$ cat src/rtl/bcd_to_bin_seq.sv
// rtl/bcd_to_bin_seq.sv - sequential BCD-to-binary converter (reverse double-dabble)
module bcd_to_bin_seq #(
    parameter int DIGITS = 3,
    parameter int BIN_W  = 10
) (
    input  logic                  clk,
    input  logic                  reset,
    input  logic                  start,
    input  logic [4*DIGITS-1:0]   bcd_in,
    output logic                  busy,
    output logic                  done,
    output logic [BIN_W-1:0]      binary,
    output logic                  err
);
    localparam int SR_W  = 4*DIGITS + BIN_W;
    localparam int CNT_W = $clog2(BIN_W + 1);

    typedef enum logic [1:0] {IDLE, SHIFT, DONE} state_t;

    state_t             state, state_next;
    logic [SR_W-1:0]    sr;
    logic [SR_W-1:0]    sr_shift;
    logic [CNT_W-1:0]   cnt;
    logic               err_l;
    logic               bad_digit;
    logic               last_shift;

    always_comb begin
        bad_digit = 1'b0;
        for (int d = 0; d < DIGITS; d++) begin
            if (bcd_in[4*d +: 4] > 4'd9) bad_digit = 1'b1;
        end
    end

    // Shift right, then pull each digit that reached >= 8 back by 3 (no inter-digit borrow).
    always_comb begin
        sr_shift = sr >> 1;
        for (int d = 0; d < DIGITS; d++) begin
            if (sr_shift[BIN_W + 4*d +: 4] >= 4'd8)
                sr_shift[BIN_W + 4*d +: 4] = sr_shift[BIN_W + 4*d +: 4] - 4'd3;
        end
    end

    assign last_shift = (cnt == CNT_W'(BIN_W - 1));

    always_comb begin
        state_next = state;
        case (state)
            IDLE:    if (start) state_next = SHIFT;
            SHIFT:   if (last_shift) state_next = DONE;
            DONE:    state_next = IDLE;
            default: state_next = IDLE;
        endcase
    end

    always_ff @(posedge clk) begin
        if (reset) begin
            state  <= IDLE;
            sr     <= '0;
            cnt    <= '0;
            err_l  <= 1'b0;
            binary <= '0;
            err    <= 1'b0;
        end else begin
            state <= state_next;
            case (state)
                IDLE: begin
                    if (start) begin
                        sr    <= {bcd_in, {BIN_W{1'b0}}};
                        cnt   <= '0;
                        err_l <= bad_digit;
                    end
                end
                SHIFT: begin
                    sr  <= sr_shift;
                    cnt <= cnt + CNT_W'(1);
                    // Result registers load from the final shift so they are valid during DONE.
                    if (last_shift) begin
                        binary <= err_l ? '0 : sr_shift[BIN_W-1:0];
                        err    <= err_l;
                    end
                end
                default: ;
            endcase
        end
    end

    assign busy = (state == SHIFT);
    assign done = (state == DONE);
endmodule

$ cat config.mk
export PLATFORM = sky130hd
export DESIGN_NAME = bcd_to_bin_seq
export DESIGN_NICKNAME = d
export VERILOG_FILES = /design/src/rtl/bcd_to_bin_seq.sv
export SDC_FILE = /design/constraint.sdc
export NUM_CORES = 1
export LEC_CHECK = 0
export ABC_AREA = 0
export BUFFER_PORTS_ARGS = -buffer_cell sky130_fd_sc_hd__buf_2
export CORE_ASPECT_RATIO = 1.25
export CORE_MARGIN = 2
export CORE_UTILIZATION = 55
export DETAILED_ROUTE_END_ITERATION = 8
export GPL_TIMING_DRIVEN = 0
export PLACE_DENSITY = 0.77
export SLEW_MARGIN = 0
export SYNTH_ARGS = -nofsm -noshare
export SYNTH_HDL_FRONTEND = slang
export SYNTH_SLANG_ARGS = --single-unit
$ cat constraint.sdc
create_clock -name clk -period 3.03 [get_ports clk]
set_input_delay 0.1515 -clock clk [delete_from_list [all_inputs] [get_ports clk]]
set_output_delay 0.1515 -clock clk [all_outputs]
set_load 0.02 [all_outputs]
==> results of run 1 <==
==> routing by layer <==
metal	vias to the layer above	track usage [%]	wire length, um
li1	833	-	-
met5	-	0	0
met3	7	4.69	243
met2	54	41.4	2180
met4	0	11.1	82
met1	819	30.1	1870
==> Yosys cell counts (all sizes together) (2+ instances only) <==
master / instances
a211oi: 5
a21oi: 25
a221o: 2
a222oi: 2
a311oi: 3
and2b: 2
buf: 11
clkbuf: 8
dfxtp: 39
ha: 6
inv: 8
nand2: 20
nand2b: 3
nand3: 13
nand4b: 12
nor2: 13
nor2b: 2
nor3: 2
o211a: 3
o211ai: 2
o21ai: 15
o32ai: 2
or3: 3
xnor2: 2
xor2: 2
==> worst max-delay path, cell delays in order, from the launching register on <==
cell and delay (ns):
dfxtp_1 0.31, buf_4 0.17, nand2b_4 0.15, inv_2 0.15, buf_2 0.25, buf_2 0.20
==> cell type report <==
| type | count | share of cell area [%] |
|---|---|---|
| Tap cell | 37 | 2.15 |
| Sequential cell | 39 | 36.3 |
| Timing Repair Buffer | 25 | 5.82 |
| Clock inverter | 2 | 1.63 |
| Clock buffer | 6 | 3.84 |
| Buffer | 19 | 4.94 |
| Multi-Input combinational cell | 149 | 43.9 |
| Inverter | 8 | 1.40 |
==> state kept, by name, summed over array words and instances, names as in the netlist <==
signal  cells
binary     10
err         1
state       2
err_l       1
sr         21
cnt         4
==> metrics by stage <==
step | worst slack [ns] | hold WS (ns) | cell area [sq um] | cells
6_report | 1.35 | 0.109 | 2150 | 285
5_1_grt | 1.27 | 0.122 | 2150 | 285
4_1_cts | 1.35 | 0.109 | 2150 | 285
3_5_place_dp | 1.52 | 0.423 | 2030 | 277
3_3_place_gp | 1.53 | 0.422 | 2030 | 277
2_1_floorplan | 1.72 | 0.293 | 1860 | 215
==> final timing paths <==
path | startpoint | to | cells after the start
min | bcd_in[9] | sr[19] | 3
max reg2reg | cnt[0] | binary[8] | 5
min reg2reg | binary[7] | binary[7] | 2
max | state[1] | busy | 5
==> logic make-up (layout without fill, tap and decap cells) <==
group	after synthesis	in the layout	share of synthesized area [%]
simple gates	75	75	22.8
compound gates	64	64	22.0
flops	39	39	41.9
buf+inv	27	60	7.33
fa+ha+maj	6	6	4.03
xor+xnor	4	4	1.88
==> power groups by stage <==
stage,Sequential [uW],Combinational (uW),Clock (uW)
floorplan,559,108,0
global placement,564,146,0
detailed placement,565,147,0
CTS,553,148,458
global route,556,163,483
finish,553,148,452
==> reports/metrics.cfg, run 1 <==
[die]
io_pins = 28
core_area_sq_mm = 0.00322
chipWidth_um = 56.0
row_count = 23
start_util_pct = 57.8
die_h_um = 69.1
die-area_sq_mm = 0.00387

[clock_network]
clkTransAtPathRegs_ns = 0.07
cts_num_sinks = 39
hold_buffers = 0
tritoncts = built
clk_latency_ns = 0.30
cts_buffer_depth = 2
post_cts_buffers = 0
cts_inserted_buffers = 5
htree_levels = 2
clockRootBuffer = clkbuf_8
ctsResizeCount = 0

[synth]
synthFlopType = dfxtp_1
synth_seq_cells = 39
yosysWarningCount = 0
syn_avg_cell_area_sq_um = 8.66
synth_top_area_cell = dfxtp_1
async_flop_share_pct = 0
yosysTopAreaCellShare_pct = 41.9
syn_nets = 236
yosysUniqueCellTypes = 41
ys_seq_area_share_pct = 41.9
syn_area_sq_mm = 0.00186
synth-edff-count = 0
synthTopCellsByArea = dfxtp_1, a21oi_1, nand4b_1
synthCells = 215

[sta]
hold_viol = 0
fmax_ghz = 0.595
finClkSkew_ns = 0.00697
setup_viol = 0
final.period_utilization_pct = 55.5
slew_headroom_pct = 66.3
fin_crit_ns = 1.68
finalMaxSlewViolations = 0
worstMarginPinSlew_ns = 0.506
finalSetupTns_ns = 0
rsz0062_at_grt = no

[power_and_ir_drop]
switching_share_pct = 25.4
switching_power_uw = 293
cellLeakagePower_uw = 0.000859
p_int_uw = 861
p_seq_share_pct = 47.9
p_total_uw = 1150
ir_drop_mv = 0.387
p_per_area_mw_per_mm2 = 536
combPwrFrac_pct = 12.9
clkPwrFrac_pct = 39.2

[placed_design]
port_buffers = 25
place_congestion = 0.799
hpwl_um = 3070

[critical_path]
endpoint_kind = primary output
ff2ff_setup_slack_ns = 1.47
crit_type = register to primary output
crit_fanout = 10
required_ns = 2.88
critPathLaunchType = register
arrival_ns = 1.53

[drt]
drc = 0
drtPass1Iterations = 4
post_drt_wl_per_cell_um = 15.3
vias_per_cell = 6.01
antenna_left = 0
drt-total-wl_um = 4370
via_count = 1713
drt_iter0_markers = 98

[grt]
gr-total-overflow = 0
track_usage_pct = 24.6
grt_max_degree = 13
grt_pass1_vias = 1668
antenna_found_initial = 0
grt_pass1_wl_um = 7600

[layout]
layout_commonest_cell = dfxtp_1
diodes = 0
nNetsFinal = 268
synthToLayoutAreaGrowth_pct = 15.5
fillers = 289
multi_input_area_sq_um = 945
final-seq-area_sq_um = 781
final_util_pct = 66.7
drive_gt1_share_pct = 21.8
layout_common_cells = dfxtp_1, buf_2, a21oi_1

[job]
maxCapViolCount = 0

[worst_hold_path]
hold_path_class = primary input to register

[status]
status = finished, final reports clean

(Power assumes the default switching activity.)
==> inputs of run 2 (changes only) <==
--- a/config.mk
+++ b/config.mk
@@ -5,14 +5,14 @@
 export SDC_FILE = /design/constraint.sdc
 export NUM_CORES = 1
 export LEC_CHECK = 0
-export ABC_AREA = 0
+export ABC_AREA = 1
 export BUFFER_PORTS_ARGS = -buffer_cell sky130_fd_sc_hd__buf_2
 export CORE_ASPECT_RATIO = 1.25
 export CORE_MARGIN = 2
 export CORE_UTILIZATION = 55
 export DETAILED_ROUTE_END_ITERATION = 8
 export GPL_TIMING_DRIVEN = 0
-export PLACE_DENSITY = 0.77
+export PLACE_DENSITY = 0.78
 export SLEW_MARGIN = 0
 export SYNTH_ARGS = -nofsm -noshare
 export SYNTH_HDL_FRONTEND = slang
==> constraint.sdc (replaced) <==
create_clock -name clk -period 1.7 [get_ports clk]
set_input_delay 0.085 -clock clk [delete_from_list [all_inputs] [get_ports clk]]
set_output_delay 0.085 -clock clk [all_outputs]
set_load 0.02 [all_outputs]
==> run 2 against run 1 <==
Combinational power increased by 51%. Synthesized area decreased by 3.5%. Total power increased by 73%. Cell count increased by 11%. Via count decreased by 1.5%. Sequential share of layout area increased by 0.95 points.
==> reports/metrics.cfg, run 2 <==
[drt]
drtPass1Iterations = 4  ; unchanged
drc = 0  ; unchanged
vias_per_cell = 5.34  ; -11%
via_count = 1687  ; -1.5%
drt-total-wl_um = 4060  ; -7.1%
drt_iter0_markers = 35  ; -64%
post_drt_wl_per_cell_um = 12.9  ; -16%
antenna_left = 0  ; unchanged

[sta]
finalMaxSlewViolations = 0  ; unchanged
finalSetupTns_ns = 0  ; unchanged
fin_crit_ns = 1.44
finClkSkew_ns = 0.00795  ; +0.000985 ns
worstMarginPinSlew_ns = 0.545  ; +0.0386 ns
final.period_utilization_pct = 84.8
setup_viol = 0  ; unchanged
rsz0062_at_grt = no
slew_headroom_pct = 63.7  ; -2.6 points
fmax_ghz = 0.694
layout_setup_ws_ns = 0.259  ; -1.09 ns
hold_viol = 0  ; unchanged

[clock_network]
clkTransAtPathRegs_ns = 0.08  ; about the same
clockRootBuffer = clkbuf_8
clk_latency_ns = 0.30  ; about the same
cts_num_sinks = 39  ; unchanged
hold_buffers = 0  ; unchanged
ctsResizeCount = 0  ; unchanged
post_cts_buffers = 0  ; unchanged
tritoncts = built
cts_inserted_buffers = 5  ; unchanged
cts_buffer_depth = 2  ; unchanged
htree_levels = 2  ; unchanged

[layout]
reg_top3 = sr x21, binary x10, cnt x4
synthToLayoutAreaGrowth_pct = 16.6
drive_gt1_share_pct = 17.2  ; -4.6 points
layout_common_cells = nand2_1, dfxtp_1, a21oi_1
largest_reg_flops = 21  ; unchanged
largest-register = sr
fin_cells = 316  ; +11%
nNetsFinal = 299  ; +12%
diodes = 0  ; unchanged
layout_commonest_cell = nand2_1

[power_and_ir_drop]
cellLeakagePower_uw = 0.000910  ; +5.9%
p_per_area_mw_per_mm2 = 953  ; +78%
ir_drop_mv = 0.781  ; +100%
switching_power_uw = 495  ; +69%
switching_share_pct = 24.8  ; -0.62 points
combPwrFrac_pct = 11.2  ; -1.7 points
p_seq_share_pct = 48.9  ; +1.0 points
p_int_uw = 1500  ; +75%
clkPwrFrac_pct = 39.9  ; +0.7 points

[placed_design]
numPlacedInstances = 308  ; +11%
place_ws_ns = 0.303  ; -1.22 ns
port_buffers = 27  ; +8.0%
place_congestion = 0.818  ; +2.5%
hpwl_um = 2800  ; -8.7%

[critical_path]
ff2ff_setup_slack_ns = 0.26  ; -1.21 ns
crit_type = register to register
arrival_ns = 1.67  ; +0.14 ns
endpoint_kind = register
required_ns = 1.93  ; -0.95 ns
timing.rr.start = cnt[0]
critPathLaunchType = register
worst_r2r_path_depth = 6  ; +1
crit_fanout = 10  ; unchanged
r2r_end = binary[4]

[die]
die_h_um = 67.9  ; -1.7%
row_count = 23  ; unchanged
start_util_pct = 56.8  ; -1.0 points
chipWidth_um = 55.1  ; -1.6%
core_area_sq_mm = 0.00317  ; -1.8%
io_pins = 28  ; unchanged
die-area_sq_mm = 0.00374  ; -3.3%

[synth]
synth-edff-count = 0  ; unchanged
syn_area_sq_mm = 0.00180  ; -3.5%
synth.most_common_cell = nand2_1
ys_seq_area_share_pct = 43.5  ; +1.5 points
yosysUniqueCellTypes = 24  ; -41%
synth_common_cells = nand2_1, dfxtp_1, a21oi_1, inv_1, nor2_1
synthTopCellsByArea = dfxtp_1, nand2_1, a21oi_1
synthCells = 244  ; +13%
synth_top_area_cell = dfxtp_1
yosysTopAreaCellShare_pct = 43.5  ; +1.5 points
async_flop_share_pct = 0  ; unchanged
syn_nets = 265  ; +12%
synthFlopType = dfxtp_1
yosysWarningCount = 0  ; unchanged
syn_avg_cell_area_sq_um = 7.36  ; -15%
synth_seq_cells = 39  ; unchanged

[job]
maxCapViolCount = 0  ; unchanged

[worst_hold_path]
hold_path_class = primary input to register
min_from = bcd_in[11]
hold_depth = 3  ; unchanged
holdPathEnd = sr[21]

[status]
status = finished, final reports clean

[grt]
grt_max_degree = 13  ; unchanged
antenna_found_initial = 0  ; unchanged
track_usage_pct = 24.9  ; +0.28 points
gr-total-overflow = 0  ; unchanged
grt_pass1_wl_um = 6650  ; -13%
grt_pass1_vias = 1504  ; -9.8%

-- run 2: cell count changes in the layout (fill, tap and decap cells not counted), sizes merged, moves of 3 or more --
cell | previous run | this run
nand4 | 0 | 12
nand4b | 12 | 0
nand2b | 3 | 0
nand2 | 20 | 72
o211a | 3 | 0
clkbuf | 14 | 8
or3 | 3 | 0
a311oi | 3 | 0
inv | 8 | 21
a211oi | 5 | 1
a21oi | 25 | 35
-- run 2: cell families (layout without fill, tap and decap cells) --
group                      count (synthesis)  count (layout)  share of synthesized area [%]
DFF                                       39              39                           43.5
and+or+nand+nor                          113             113                           26.9
adders and majority gates                  6               6                           4.18
AOI/OAI and AO/OA                         53              53                           15.9
buffers and inverters                     33              68                           9.54
-- run 2: cell type report --
class / count / area [sq um]
repair buffers: 27 / 135
clock inverters: 2 / 35.0
inverters: 21 / 81.3
fillers: 294 / 1070
clock buffers: 6 / 82.6
well taps: 37 / 46.3
plain buffers: 12 / 90.1
multi-input cells: 172 / 845
flip-flops and latches: 39 / 781
-- run 2: worst max-delay path by stage --
stage | cells after the start | endpoint | slack, ns | from
CTS | 6 | binary[4] | 0.27 | cnt[0]
global placement | 7 | binary[8] | 0.32 | cnt[0]
floorplan | 7 | binary[6] | 0.48 | cnt[0]
finish | 6 | binary[4] | 0.26 | cnt[0]
detailed placement | 6 | binary[4] | 0.30 | cnt[0]
global route | 6 | binary[4] | 0.13 | cnt[0]
-- run 2: metrics by stage --
stage	hold slack (ns)	area [sq um]	total power (uW)	utilization (%)
after floorplan	0.228	1800	1150	-
after global placement	0.356	1980	1210	62.5
after detailed placement	0.363	1980	1220	62.5
after CTS	0.0469	2100	2010	66.2
after global routing	0.0715	2100	2080	66.2
final	0.0451	2100	2000	66.2
-- run 2: power groups by stage --
stage / clock, uW / sequential, uW / combinational (uW)
global placement: 0 / 997 / 217
global route: 846 / 982 / 252
detailed placement: 0 / 998 / 222
floorplan: 0 / 990 / 158
finish: 798 / 977 / 223
CTS: 807 / 977 / 222
-- run 2: worst max-delay path, cell delays in order, from the launching register on --
cell and delay (ns):
dfxtp_1 0.43, ha_1 0.18, nand2_1 0.05, nor2_1 0.18, buf_2 0.26, nand4_1 0.13
a21oi_1 0.15
-- run 2: per-layer routing --
layer	share of wire, %	vias to the layer above	GRT usage, %
met5	0	-	0
met2	48	42	42.0
met4	1.1	0	8.23
met1	46	772	30.3
li1	-	868	-
met3	4.7	5	6.55
==> inputs of run 3 (changes only) <==
--- a/config.mk
+++ b/config.mk
@@ -9,10 +9,10 @@
 export BUFFER_PORTS_ARGS = -buffer_cell sky130_fd_sc_hd__buf_2
 export CORE_ASPECT_RATIO = 1.25
 export CORE_MARGIN = 2
-export CORE_UTILIZATION = 55
+export CORE_UTILIZATION = 50
 export DETAILED_ROUTE_END_ITERATION = 8
 export GPL_TIMING_DRIVEN = 0
-export PLACE_DENSITY = 0.78
+export PLACE_DENSITY = 0.74
 export SLEW_MARGIN = 0
 export SYNTH_ARGS = -nofsm -noshare
 export SYNTH_HDL_FRONTEND = slang
==> constraint.sdc (replaced) <==
create_clock -name clk -period 1.25 [get_ports clk]
set_input_delay 0.0625 -clock clk [delete_from_list [all_inputs] [get_ports clk]]
set_output_delay 0.0625 -clock clk [all_outputs]
set_load 0.02 [all_outputs]
==> run 3 against run 2 <==
Clock skew decreased by 0.0034 ns. Largest power group unchanged. Total power increased by 39%. Sequential share of layout area decreased by 2.2 points. Design area grew 7.3%. Cell count up 4.4%. Wire length rose by 13%. Clock-buffer cell count is the same. Die area grew 9.3%.
==> reports/metrics.cfg, run 3 (synthesis results as in run 2) <==
[clock_network]
tritoncts = built
clk_latency_ns = 0.29  ; about the same
htree_levels = 2  ; unchanged
cts_inserted_buffers = 5  ; unchanged
hold_buffers = 0  ; unchanged
cts_num_sinks = 39  ; unchanged
clockRootBuffer = clkbuf_8
cts_buffer_depth = 2  ; unchanged
clkTransAtPathRegs_ns = 0.08  ; about the same

[grt]
antenna_found_initial = 0  ; unchanged
gr-total-overflow = 0  ; unchanged
grt_max_degree = 13  ; unchanged
grt_pass1_wl_um = 7390  ; +11%
grt_pass1_vias = 1669  ; +11%
track_usage_pct = 23.3  ; -1.6 points

[sta]
fin_crit_ns = 1.24
finalMaxSlewViolations = 0  ; unchanged
fmax_ghz = 0.808
rsz0062_at_grt = yes
final.period_utilization_pct = 99.0
setup_viol = 0  ; unchanged
worstMarginPinSlew_ns = 0.520  ; -0.0247 ns
finClkSkew_ns = 0.00453  ; -0.00342 ns
layout_setup_ws_ns = 0.0123  ; -0.247 ns
slew_headroom_pct = 65.3  ; +1.6 points
hold_viol = 0  ; unchanged

[drt]
drt_iter0_markers = 104  ; +200%
via_count = 1775  ; +5.2%
post_drt_wl_per_cell_um = 13.9  ; +8.3%
vias_per_cell = 5.38  ; +0.75%
antenna_left = 0  ; unchanged
drc = 0  ; unchanged
drt-total-wl_um = 4590  ; +13%
drtPass1Iterations = 5  ; +1

[status]
status = finished, final reports clean

[placed_design]
place_congestion = 0.785  ; -4.1%
port_buffers = 27  ; unchanged
place_ws_ns = -0.186  ; -0.489 ns
numPlacedInstances = 310  ; +0.65%
hpwl_um = 2960  ; +5.5%

[critical_path]
crit_type = register to primary output
ff2ff_setup_slack_ns = 0.03  ; -0.23 ns
worst_r2r_path_depth = 8  ; +2
crit_start = state[1]
required_ns = 1.19  ; -0.74 ns
critPathLaunchType = register
critPathCapture = busy
crit_fanout = 10  ; unchanged
endpoint_kind = primary output
arrival_ns = 1.18  ; -0.49 ns
r2r_end = binary[7]
timing.rr.start = state[1]

[power_and_ir_drop]
cellLeakagePower_uw = 0.000978  ; +7.5%
p_per_area_mw_per_mm2 = 1230  ; +29%
ir_drop_mv = 1.23  ; +58%

[job]
maxCapViolCount = 0  ; unchanged

[layout]
largest_reg_flops = 21  ; unchanged
multi_input_area_sq_um = 880  ; +4.1%
layout_commonest_cell = nand2_1
fin_cells = 330  ; +4.4%
largest-register = sr
reg_top3 = sr x21, binary x10, cnt x4
final-seq-area_sq_um = 790  ; +1.1%
nNetsFinal = 311  ; +4.0%
diodes = 0  ; unchanged
synthToLayoutAreaGrowth_pct = 25.2
fillers = 317  ; +7.8%
drive_gt1_share_pct = 25.4  ; +8.2 points
layout_common_cells = nand2_1, dfxtp_1, a21oi_1

[die]
die-area_sq_mm = 0.00409  ; +9.3%
start_util_pct = 52.0  ; -4.7 points
chipWidth_um = 57.6  ; +4.5%
core_area_sq_mm = 0.00345  ; +9.1%
io_pins = 28  ; unchanged
row_count = 24  ; +4.3%
die_h_um = 71.0  ; +4.6%

[worst_hold_path]
hold_path_class = primary input to register
hold_depth = 3  ; unchanged

==> run 3: per-stage QoR <==
step | total power, uW | cell area (sq um) | hold slack (ns) | setup TNS (ns) | util [%]
floorplan | 1560 | 1800 | 0.206 | 0 | -
global placement | 1650 | 1980 | 0.332 | -1.13 | 57.4
detailed placement | 1660 | 1980 | 0.339 | -1.73 | 57.4
CTS | 2760 | 2180 | 0.0257 | 0 | 63.1
global route | 2880 | 2250 | 0.0671 | -0.403 | 65.1
finish | 2770 | 2250 | 0.0264 | 0 | 65.1
==> run 3: timing repair <==
item | 4_1_cts | 5_1_grt
cloned | 0 | 1
setup endpoints to repair | 14 | 26
gates resized for setup | 13 | 12
pin swaps | 2 | 3
setup buffers | 7 | 4
==> run 3: critical path, cell delays in order (launching register included) <==
cell      delay, ns
dfxtp_2        0.35
inv_2          0.06
nand2_2        0.10
clkinv_4       0.08
buf_6          0.14
buf_4          0.15
==> run 3: how the worst min path moves through the flow <==
stage | slack, ns | startpoint | endpoint
floorplan | 0.21 | bcd_in[11] | sr[21]
global placement | 0.33 | bcd_in[11] | sr[21]
detailed placement | 0.34 | bcd_in[11] | sr[21]
CTS | 0.03 | bcd_in[11] | sr[21]
global route | 0.07 | bcd_in[11] | sr[21]
finish | 0.03 | bcd_in[11] | sr[21]
==> run 3: final cells by class <==
cell class	count	share of cell area, %
clock buffers	6	3.67
flip-flops and latches	39	35.1
multi-input cells	172	39.1
clock inverters	2	1.56
inverters	21	3.73
repair buffers	39	10.3
plain buffers	12	4.39
well taps	39	2.17
==> run 3: power breakdown <==
part | leakage, uW | internal (uW) | switching (uW) | total [uW]
logic | 0.000597 | 141 | 209 | 350
clock network | 0.0000612 | 646 | 446 | 1090
registers | 0.000320 | 1290 | 43.7 | 1330
==> run 3: per-layer routing <==
layer | vias to the layer above | part of all wire [%] | GRT usage, %
met3 | 13 | 4.0 | 5.12
li1 | 897 | - | -
met5 | - | 0 | 0
met4 | 0 | 2.4 | 10.1
met2 | 42 | 50 | 38.6
met1 | 823 | 43 | 28.7
